[src/rtl/rsa_cmd_ctrl.sv]
// Run-control sequencer for the RSA core: merges GPIO/SPI start/stop pulses,
// launches/aborts the core, runs a watchdog and keeps sticky status flags.
module rsa_cmd_ctrl #(
  parameter int CNT_W = 16
) (
  input  logic             clk,
  input  logic             rst,
  input  logic             ena,
  input  logic             gpio_start_cmd,
  input  logic             gpio_stop_cmd,
  input  logic             spi_start_cmd,
  input  logic             spi_stop_cmd,
  input  logic [CNT_W-1:0] timeout_cycles,
  input  logic             clear_status,
  input  logic             core_done,
  output logic             core_start,
  output logic             core_abort,
  output logic             busy,
  output logic             done_flag,
  output logic             abort_flag,
  output logic             timeout_flag,
  output logic [CNT_W-1:0] run_cycles,
  output logic             irq
);

  typedef enum logic [0:0] {
    S_IDLE = 1'b0,
    S_RUN  = 1'b1
  } state_t;

  state_t           state_r, state_n;
  logic [CNT_W-1:0] cnt_r, cnt_n;
  logic [CNT_W-1:0] run_cycles_r, run_cycles_n;
  logic             core_start_r, core_start_n;
  logic             core_abort_r, core_abort_n;
  logic             busy_r, busy_n;
  logic             done_r, done_n;
  logic             abort_r, abort_n;
  logic             timeout_r, timeout_n;
  logic             start_s, stop_s, wd_hit_s;
  logic [CNT_W-1:0] cnt_inc_s;

  // Increment that clamps at all-ones instead of wrapping.
  function automatic logic [CNT_W-1:0] sat_inc(input logic [CNT_W-1:0] x);
    if (x == {CNT_W{1'b1}}) begin
      return x;
    end else begin
      return x + {{(CNT_W-1){1'b0}}, 1'b1};
    end
  endfunction

  assign start_s   = gpio_start_cmd | spi_start_cmd;
  assign stop_s    = gpio_stop_cmd | spi_stop_cmd;
  assign cnt_inc_s = sat_inc(cnt_r);
  assign wd_hit_s  = (timeout_cycles != {CNT_W{1'b0}}) && (cnt_r == timeout_cycles);

  // Next-state and output decode; clear_status is applied first so a
  // same-cycle flag-set event overrides it for that flag only.
  always_comb begin
    state_n      = state_r;
    cnt_n        = cnt_r;
    run_cycles_n = run_cycles_r;
    core_start_n = 1'b0;
    core_abort_n = 1'b0;
    busy_n       = busy_r;
    done_n       = done_r;
    abort_n      = abort_r;
    timeout_n    = timeout_r;
    if (ena) begin
      if (clear_status) begin
        done_n    = 1'b0;
        abort_n   = 1'b0;
        timeout_n = 1'b0;
      end else begin
        done_n    = done_r;
      end
      case (state_r)
        S_IDLE: begin
          if (start_s && !stop_s) begin
            state_n      = S_RUN;
            core_start_n = 1'b1;
            busy_n       = 1'b1;
            cnt_n        = {CNT_W{1'b0}};
            done_n       = 1'b0;
            abort_n      = 1'b0;
            timeout_n    = 1'b0;
          end else begin
            state_n = S_IDLE;
          end
        end
        S_RUN: begin
          if (core_done) begin
            state_n      = S_IDLE;
            busy_n       = 1'b0;
            done_n       = 1'b1;
            run_cycles_n = cnt_inc_s;
          end else if (stop_s) begin
            state_n      = S_IDLE;
            busy_n       = 1'b0;
            core_abort_n = 1'b1;
            abort_n      = 1'b1;
            run_cycles_n = cnt_inc_s;
          end else if (wd_hit_s) begin
            state_n      = S_IDLE;
            busy_n       = 1'b0;
            core_abort_n = 1'b1;
            timeout_n    = 1'b1;
            run_cycles_n = cnt_inc_s;
          end else begin
            cnt_n = cnt_inc_s;
          end
        end
        default: begin
          state_n = S_IDLE;
          busy_n  = 1'b0;
        end
      endcase
    end else begin
      state_n = state_r;
    end
  end

  // State and output registers.
  always_ff @(posedge clk) begin
    if (rst) begin
      state_r      <= S_IDLE;
      cnt_r        <= {CNT_W{1'b0}};
      run_cycles_r <= {CNT_W{1'b0}};
      core_start_r <= 1'b0;
      core_abort_r <= 1'b0;
      busy_r       <= 1'b0;
      done_r       <= 1'b0;
      abort_r      <= 1'b0;
      timeout_r    <= 1'b0;
    end else begin
      state_r      <= state_n;
      cnt_r        <= cnt_n;
      run_cycles_r <= run_cycles_n;
      core_start_r <= core_start_n;
      core_abort_r <= core_abort_n;
      busy_r       <= busy_n;
      done_r       <= done_n;
      abort_r      <= abort_n;
      timeout_r    <= timeout_n;
    end
  end

  assign core_start   = core_start_r;
  assign core_abort   = core_abort_r;
  assign busy         = busy_r;
  assign done_flag    = done_r;
  assign abort_flag   = abort_r;
  assign timeout_flag = timeout_r;
  assign run_cycles   = run_cycles_r;
  assign irq          = done_r | abort_r | timeout_r;

endmodule

[config.mk]
export PLATFORM = sky130hd
export DESIGN_NAME = rsa_cmd_ctrl
export DESIGN_NICKNAME = d
export VERILOG_FILES = /design/src/rtl/rsa_cmd_ctrl.sv
export SDC_FILE = /design/constraint.sdc
export NUM_CORES = 1
export LEC_CHECK = 0
export ABC_AREA = 1
export BUFFER_PORTS_ARGS = -buffer_cell sky130_fd_sc_hd__buf_2
export CAP_MARGIN = 5
export CORE_UTILIZATION = 59
export DETAILED_ROUTE_END_ITERATION = 12
export PLACE_DENSITY = 0.85
export SLEW_MARGIN = 5
export SYNTH_ARGS = -nofsm -noshare
export SYNTH_HDL_FRONTEND = slang
export SYNTH_SLANG_ARGS = --single-unit
[constraint.sdc]
create_clock -name clk -period 3.9 [get_ports clk]
set_input_delay 0.195 -clock clk [delete_from_list [all_inputs] [get_ports clk]]
set_output_delay 0.195 -clock clk [all_outputs]
set_load 0.05 [all_outputs]
After elaboration in Yosys (flattened, before gate mapping)
Index checks and enable logic that the tools add are counted.

word-level totals
  input port bits = 25
  word-level logic and storage cells = 69
  memories kept = 0
  bits in latches = 0
  flip-flop bits (word level) = 39
  RAM bits = 0
  ROM bits = 0
  output and inout port bits = 23

cells by class
  divide/modulo/power cells = 0
  eq/ne operators = 7
  shifts and indexed selects = 0
  reduce and logical (&&, ||, !) cells = 10
  bitwise logic cells = 6
  multipliers = 0
  $lt $le $gt $ge = 0
  multiplexer cells = 36
  add/subtract/negate cells = 1

operator list
  cell                     number
  $mux W16                 8
  $pmux W16 S2             1
  $mux W1                  22
  $add A16 B1 Y16 const B  1
  $eq A16 B16 Y1           1
  $eq A16 B16 Y1 const B   1
  $reduce_bool A16 Y1      1
  $pmux W1 S2              5
  $ne A2 B2 Y1 const B     4
  $reduce_and A3 Y1        2
  $reduce_and A5 Y1        1
  $ne A4 B2 Y1 const B     1
  $or A1 B1 Y1             4
  $reduce_or A4 Y1         1
  $reduce_bool A3 Y1       1
  $reduce_or A3 Y1         1
  $logic_and A1 B1 Y1      2
  $not A1 Y1               2
  $logic_not A1 Y1         1

Logic depth before layout (Yosys ltp)
Gate-level depths: netlist of run 1.

  word-level depth = 6
  mapped depth = 15
  depth with buffers taken out = 13

Worst setup path before layout of run 1
OpenSTA, ideal clock, no wires.

  kind = reg2reg
  start point = register cnt_r[0]
  end point = register cnt_r[1]
  required time = 3787 ps
  arrival time = 1542 ps
  stages on the path, launching flop included = 11
  setup slack = 2245 ps
  path buffers = 0
  cells stage by stage = dfxtp_1 ha_1 nand2_1 inv_1 nand2_1 nor2_4 nand3_2 a21oi_1 nor2_1 nor2_1 nor2_1

on the way
  cells in the longest elaborated chain, start to end = 6
  elaborated cells between the ends (all ways) = 11
  classes of those cells = 1 x add/sub; 3 x eq/ne; 5 x mux; 2 x reduce/logical

ends and longest elaborated chain
  what                                                      RTL line  RTL
  from (decl)                                               32        logic [CNT_W-1:0] cnt_r, cnt_n;
  from (signal assigned)                                    127       cnt_r <= {CNT_W{1'b0}};
  from (signal assigned)                                    137       cnt_r <= cnt_n;
  $add A16 B1 Y16 / $eq A16 B16 Y1 (equally long branches)  48, 45
  $mux W16                                                  45        if (x == {CNT_W{1'b1}}) begin
  $mux W16                                                  103       end else if (wd_hit_s) begin
  $mux W16                                                  97        end else if (stop_s) begin
  $mux W16                                                  92        if (core_done) begin
  $pmux W16 S2                                              77        case (state_r)

Several ways; a longest one is shown, not always the timed one. The select of a mux whose other input is x is not followed.
A chain may end at the register's enable or synchronous reset.

Worst setup path after layout of run 1
  start point = register state_r
  end point = register cnt_r[13]

on the way
  cells in the longest elaborated chain, start to end = 3
  elaborated cells between the ends (all ways) = 7
  classes of those cells = 4 x eq/ne; 1 x mux; 1 x bitwise; 1 x reduce/logical

ends and longest elaborated chain
  what                                RTL line  RTL
  from (decl)                         31        state_t state_r, state_n;
  from (signal assigned)              136       state_r <= state_n;
  $not A1 Y1                          -
  $ne A2 B2 Y1 (no source line)       -
  $reduce_and A5 Y1 (no source line)  -

Several ways; a longest one is shown, not always the timed one.

==> impl_metrics.tcl, run 1 <==
set metrics [dict create \
    required_time_of_the_critical_path_ps 4130 \
    rsz0062_at_grt "no" \
    crit_path_start_kind "flip-flop" \
    clk_root_buffer_cell "sky130_fd_sc_hd__clkbuf_8" \
    drt-pass1-iter-count 4 \
    postSynthCellCount 408 \
    power.net_switching_uw 252 \
    crit_arrival_ps 2290 \
    floorplan.die.height_um 66.3 \
    crit_type "flip-flop to flip-flop" \
    layout-drive-gt1-share_pct 15.8 \
    final-hold-violation-count 0 \
    r2r-end "cnt_r[13]$_SDFFE_PP0P_" \
    number_of_sinks_handled_by_clock_tree_synthesis 39 \
    power.density_nw_per_um2 304 \
    worst_clock_skew_ps 4.23 \
    synth_cell_types 32 \
    syn_nets 434 \
    synth_top_area_cell "sky130_fd_sc_hd__dfxtp_1" \
    timing.hold.worst.class "primary input to flip-flop" \
    track_usage_pct 28.2 \
    number_of_buffers_on_the_longest_clock_path 2 \
    syn_avg_cell_area_sq_um 5.98 \
    ff2ff_path_depth 10 \
    p_int_uw 579 \
    swShare_pct 30.4 \
    top_usage_layer "met2" \
    grt_start_max_net_pins 35 \
    irDropWorstVdd_uv 312 \
    power_leakage_uw 0.00141 \
    maxCapViolations 0 \
    final.min_clock_period_ps 2060 \
    fmax_mhz 486 \
    ys_top_cells_by_area "sky130_fd_sc_hd__dfxtp_1 (32%), sky130_fd_sc_hd__nand2_1 (19%), sky130_fd_sc_hd__nor2_1 (13%)" \
    num-fill-cells 376 \
    power.share.sequential_pct 51.5 \
    hold_start "rst" \
    grt_first_pass_wirelength_um 9410 \
    holdPathEnd "abort_flag$_SDFFE_PP0P_" \
    syn2layout_area_growth_pct 12.1 \
    grt_antenna_before_repair 0 \
    insertedDiodeCount 0 \
    first_global_vias 2152 \
    synth_seq_area_share_pct 32.0 \
    run_status "finished, final reports clean" \
    fraction_of_power_consumed_by_combinational_cells_pct 16.7 \
    timing.final.crit_share_pct 52.8 \
    overall_overflow_remaining_after_global_route 0 \
    timing.slew.headroom_pct 36.5 \
    route.vias.total 2552 \
    synthesis.yosys.warnings 0 \
    synth.ff_latch_count 39 \
    cts_hold_bufs 0 \
    antenna_violating_nets_post_route 0 \
    cts_setup_buffers 0 \
    ys_async_sr_fraction_pct 0 \
    reg2reg_from "state_r$_SDFFE_PP0P_" \
    tightest_slew_ps 952 \
    synth_edf_count 0 \
    fin_hold_ws_ps 134 \
    multi_input_comb_area_sq_um 1380 \
    routed_wire_length_per_instance_um 11.5 \
    place.gp.congestion 0.880 \
    synthMostInstantiatedCell "sky130_fd_sc_hd__nand2_1" \
    grt.met2_usage_pct 49.6 \
    critPathMaxFanout 17 \
    r2r_setup_slack_ps 1840 \
    numCtsBuffers 5 \
    drt-vias-per-instance 5.10 \
    regArea_sq_um 781 \
    grt.met3_usage_pct 5.17 \
    drt_wl_total_um 5760 \
    finalSetupViolations 0 \
    post_synth_instance_area_sq_um 2440 \
    yosys-top-cells-count "sky130_fd_sc_hd__nand2_1 (126), sky130_fd_sc_hd__nor2_1 (87), sky130_fd_sc_hd__inv_1 (48)" \
    dp_hpwl_um 4350 \
    initial_utilization_pct 61.4 \
    final_max_slew_viol_count 0 \
    pwr-share-clk_pct 31.9 \
    cts.repair.resized 0 \
    row_count 23 \
    drc 0 \
    synth_top_area_share_pct 32.0 \
    final_nets 475 \
    io_buf_count 47 \
    h_tree_levels 2 \
    design.portCount 48 \
    hold_path_depth 2 \
    setup_tns_ps 0 \
    use_met1_pct 34.2 \
    die_w_um 66.3 \
    ys.flop_type "sky130_fd_sc_hd__dfxtp_1" \
    cp-startpoint "state_r$_SDFFE_PP0P_" \
    timing.critical_path.to_type "flip-flop" \
    worst_skew_pair.late_latency_ps 290 \
    path_clk_slew_ps 70 \
    core_region_area_sq_um 3970 \
    die-area_sq_um 4390 \
    tritoncts "done" \
    detailedRoute.firstIterationViolations 170 \
]
## metrics by stage
stage	setup slack (ps)	total power [uW]	util [%]	instances	area [sq um]
2_1_floorplan	2250	539	-	408	2440
3_3_place_gp	1920	571	66.7	492	2650
3_5_place_dp	1880	574	66.7	492	2650
4_1_cts	1860	831	68.8	500	2730
5_1_grt	1610	871	68.8	500	2730
6_report	1840	831	68.8	500	2730
## per-layer routing
layer  part of all wire, %  vias to the layer above  routed length (um)
met5                     0                        -                   0
met4                   2.3                        0                 133
met3                   4.7                       15                 273
met2                    50                       81                2850
met1                    43                     1121                2500
li1                      -                     1335                   -
## registers in the layout, indices dropped and copies added, names as in the netlist
signal	count
state_r	1
run_cycles	16
timeout_flag	1
core_abort	1
busy	1
core_start	1
cnt_r	16
abort_flag	1
done_flag	1
## cell usage in the layout, fill, tap and decap left out, drive strengths merged
cell,synthesis,final
o21a,1,1
inv,50,50
clkbuf,6,5
nor2,90,90
o21ai,23,23
a211oi,1,1
dfxtp,39,39
xor2,6,6
nand3,24,24
ha,1,1
buf,7,47
nand4,7,7
a32oi,1,1
nor3,5,5
nand2,131,131
a21oi,15,15
clkinv,1,4
## cell families after synthesis
| logic type | Yosys count | synth area share (%) |
|---|---|---|
| compound gates | 41 | 8.77 |
| xor+xnor | 6 | 2.15 |
| fa+ha+maj | 1 | 0.513 |
| buf+inv | 64 | 11.5 |
| flops | 39 | 32.0 |
| simple gates | 257 | 45.0 |
## worst max-delay path by stage
stage                             end  slack, ps  cells past startpoint
5_1_grt        cnt_r[11]$_SDFFE_PP0P_       1610                     10
4_1_cts         cnt_r[1]$_SDFFE_PP0P_       1860                     10
3_3_place_gp    cnt_r[1]$_SDFFE_PP0P_       1920                     10
6_report       cnt_r[13]$_SDFFE_PP0P_       1840                     10
2_1_floorplan   cnt_r[1]$_SDFFE_PP0P_       2250                     10
3_5_place_dp    cnt_r[1]$_SDFFE_PP0P_       1880                     10
## layout make-up
class / instances / area share [%]
multi-input combinational: 305 / 50.4
clock inverter: 3 / 0.549
tap: 50 / 2.29
timing repair buffer: 47 / 8.61
inverter: 51 / 7.05
clock buffer: 5 / 2.52
sequential: 39 / 28.6
## worst max-delay path, cell delays in order, from the launching register on
cell and delay, ps:
sky130_fd_sc_hd__dfxtp_1 680, sky130_fd_sc_hd__inv_1 230, sky130_fd_sc_hd__nor2_1 170, sky130_fd_sc_hd__inv_1 70, sky130_fd_sc_hd__nor2_1 160, sky130_fd_sc_hd__nand2_2 110
sky130_fd_sc_hd__nand2_4 200, sky130_fd_sc_hd__nand2_8 130, sky130_fd_sc_hd__nand2_1 90, sky130_fd_sc_hd__nand2_1 50, sky130_fd_sc_hd__nor2_1 100
## power by group through the flow
| stage | registers (uW) | logic, uW | clock network (uW) |
|---|---|---|---|
| floorplan | 450 | 89.2 | 0 |
| global placement | 436 | 135 | 0 |
| global route | 430 | 158 | 284 |
| detailed placement | 437 | 138 | 0 |
| finish | 428 | 138 | 265 |
| CTS | 427 | 138 | 265 |
(Power assumes the default switching activity.)
==> inputs of run 2 (changes only) <==
- CORE_UTILIZATION: 59 -> 55
- PLACE_DENSITY: 0.85 -> 0.8
- clock period: 3.9 -> 2 ns (I/O delays scaled with it)
==> run 2 against run 1 <==
Compared with the run above:
- final area increased by 5.0%
- clock power increased by 110%
- sequential power increased by 94%
- critical path depth increased by 3
- largest power group unchanged
- highest routed layer unchanged
==> impl_metrics.tcl, run 2 (synthesis gave the netlist of run 1 again) <==
set metrics [dict create \
    h_tree_levels 2 \
    drc 0 \
    timing.critical_path.max_delay_family "simple AND/OR/NAND/NOR gates" \
    dp_worst_setup_slack_ps 97.1 \
    syn2layout_area_growth_pct 17.7 \
    design.portCount 48 \
    row_count 23 \
    floorplan.die.height_um 68.6 \
    route.vias.total 2690 \
    drt-vias-per-instance 5.26 \
    grt.met2_usage_pct 50.1 \
    report.power.total_uw 1670 \
    path_clk_slew_ps 80 \
    maxCapViolations 0 \
    insertedDiodeCount 0 \
    regArea_sq_um 790 \
    fin_hold_ws_ps 32.4 \
    detailedRoute.firstIterationViolations 177 \
    irDropWorstVdd_uv 612 \
    drt-pass1-iter-count 5 \
    worst_skew_pair.late_latency_ps 300 \
    first_global_vias 2405 \
    power.density_nw_per_um2 582 \
    worst_clock_skew_ps 11.2 \
    cpMaxStageDelayCell "sky130_fd_sc_hd__dfxtp_1" \
    drt_wl_total_um 6060 \
    grt_start_max_net_pins 24 \
    track_usage_pct 28.0 \
    die_w_um 68.6 \
    leading_cell_type_in_the_layout_fill_and_taps_excluded "sky130_fd_sc_hd__nand2_1" \
    numCtsBuffers 5 \
    antenna_violating_nets_post_route 0 \
    cts_hold_bufs 0 \
    critPathMostFrequentCell "sky130_fd_sc_hd__nand2_1" \
    timing.hold.worst.class "primary input to flip-flop" \
    grt_first_pass_wirelength_um 9710 \
    place.gp.congestion 0.960 \
    overall_overflow_remaining_after_global_route 0 \
    grt.met3_usage_pct 5.43 \
    crit_chain "inv_1 -> nand2_1 -> nand2_1 -> nor2_1 -> nand2_1 -> nor2_1 -> nand3_2 -> nand2_2 -> nand2_8 -> nand2_8 -> nand2_1 -> nand2_1 -> nor2_1" \
    io_buf_count 47 \
    fmax_mhz 539 \
    critPathMaxFanout 18 \
    num-fill-cells 360 \
    number_of_buffers_on_the_longest_clock_path 2 \
    finalSetupViolations 0 \
    routed_wire_length_per_instance_um 11.9 \
    dp_hpwl_um 4570 \
    final.min_clock_period_ps 1860 \
    tightest_slew_ps 510 \
    fin_ws_ps 144 \
    initial_utilization_pct 59.3 \
    timing.critical_path.to_type "flip-flop" \
    required_time_of_the_critical_path_ps 2200 \
    grt_antenna_before_repair 0 \
    crit_arrival_ps 2050 \
    final_nets 486 \
    tritoncts "done" \
    run_status "finished, final reports clean" \
    crit_path_start_kind "flip-flop" \
    final_max_slew_viol_count 0 \
    core_region_area_sq_um 4120 \
    die-area_sq_um 4700 \
    clk_root_buffer_cell "sky130_fd_sc_hd__clkbuf_8" \
    cts_setup_buffers 0 \
    final-hold-violation-count 0 \
    power_leakage_uw 0.00146 \
    top_usage_layer "met2" \
    number_of_sinks_handled_by_clock_tree_synthesis 39 \
    cp.buffers_inverters 1 \
    cpPeakStageDelay_ps 390 \
    use_met1_pct 30.2 \
    crit_type "flip-flop to flip-flop" \
    cts.repair.resized 0 \
    timing.final.crit_share_pct 92.8 \
    multi_input_comb_area_sq_um 1430 \
    timing.slew.headroom_pct 65.9 \
    most-common-layout-cells "sky130_fd_sc_hd__nand2_1 (126), sky130_fd_sc_hd__nor2_1 (87), sky130_fd_sc_hd__inv_1 (48), sky130_fd_sc_hd__buf_2 (47), sky130_fd_sc_hd__dfxtp_1 (34)" \
    layout-drive-gt1-share_pct 19.3 \
]
[run 2: area by class of cell]
| cell class | instances | share of cell area, % |
|---|---|---|
| inverter | 51 | 6.72 |
| sequential | 39 | 27.5 |
| tap | 50 | 2.18 |
| clock buffer | 5 | 2.40 |
| timing repair buffer | 57 | 10.8 |
| multi-input combinational | 306 | 49.7 |
| clock inverter | 3 | 0.698 |
[run 2: worst paths after layout]
kind | slack [ps] | to | startpoint | cells after the start
min | 30 | state_r$_SDFFE_PP0P_ | rst | 2
min reg2reg | 480 | busy$_SDFFE_PP0P_ | busy$_SDFFE_PP0P_ | 1
max reg2reg | 140 | cnt_r[7]$_SDFFE_PP0P_ | cnt_r[15]$_SDFFE_PP0P_ | 13
max | 140 | cnt_r[7]$_SDFFE_PP0P_ | cnt_r[15]$_SDFFE_PP0P_ | 13
[run 2: stage by stage]
stage | TNS [ps] | std cells | util [%] | area (sq um)
global placement | 0 | 502 | 66.2 | 2720
CTS | 0 | 510 | 68.3 | 2810
detailed placement | 0 | 502 | 66.2 | 2720
finish | 0 | 511 | 69.7 | 2870
global route | -0.269 | 511 | 69.7 | 2870
floorplan | 0 | 408 | - | 2440
[run 2: power breakdown]
part	internal [uW]	switching, uW	total [uW]
sequential	803	27.1	830
combinational	99.1	197	296
clock	243	302	545
[run 2: routing by layer]
| metal | up-vias | wire length (um) |
|---|---|---|
| met3 | 28 | 470 |
| met4 | 0 | 257 |
| met1 | 1177 | 2440 |
| met5 | - | 0 |
| met2 | 114 | 2890 |
| li1 | 1371 | - |
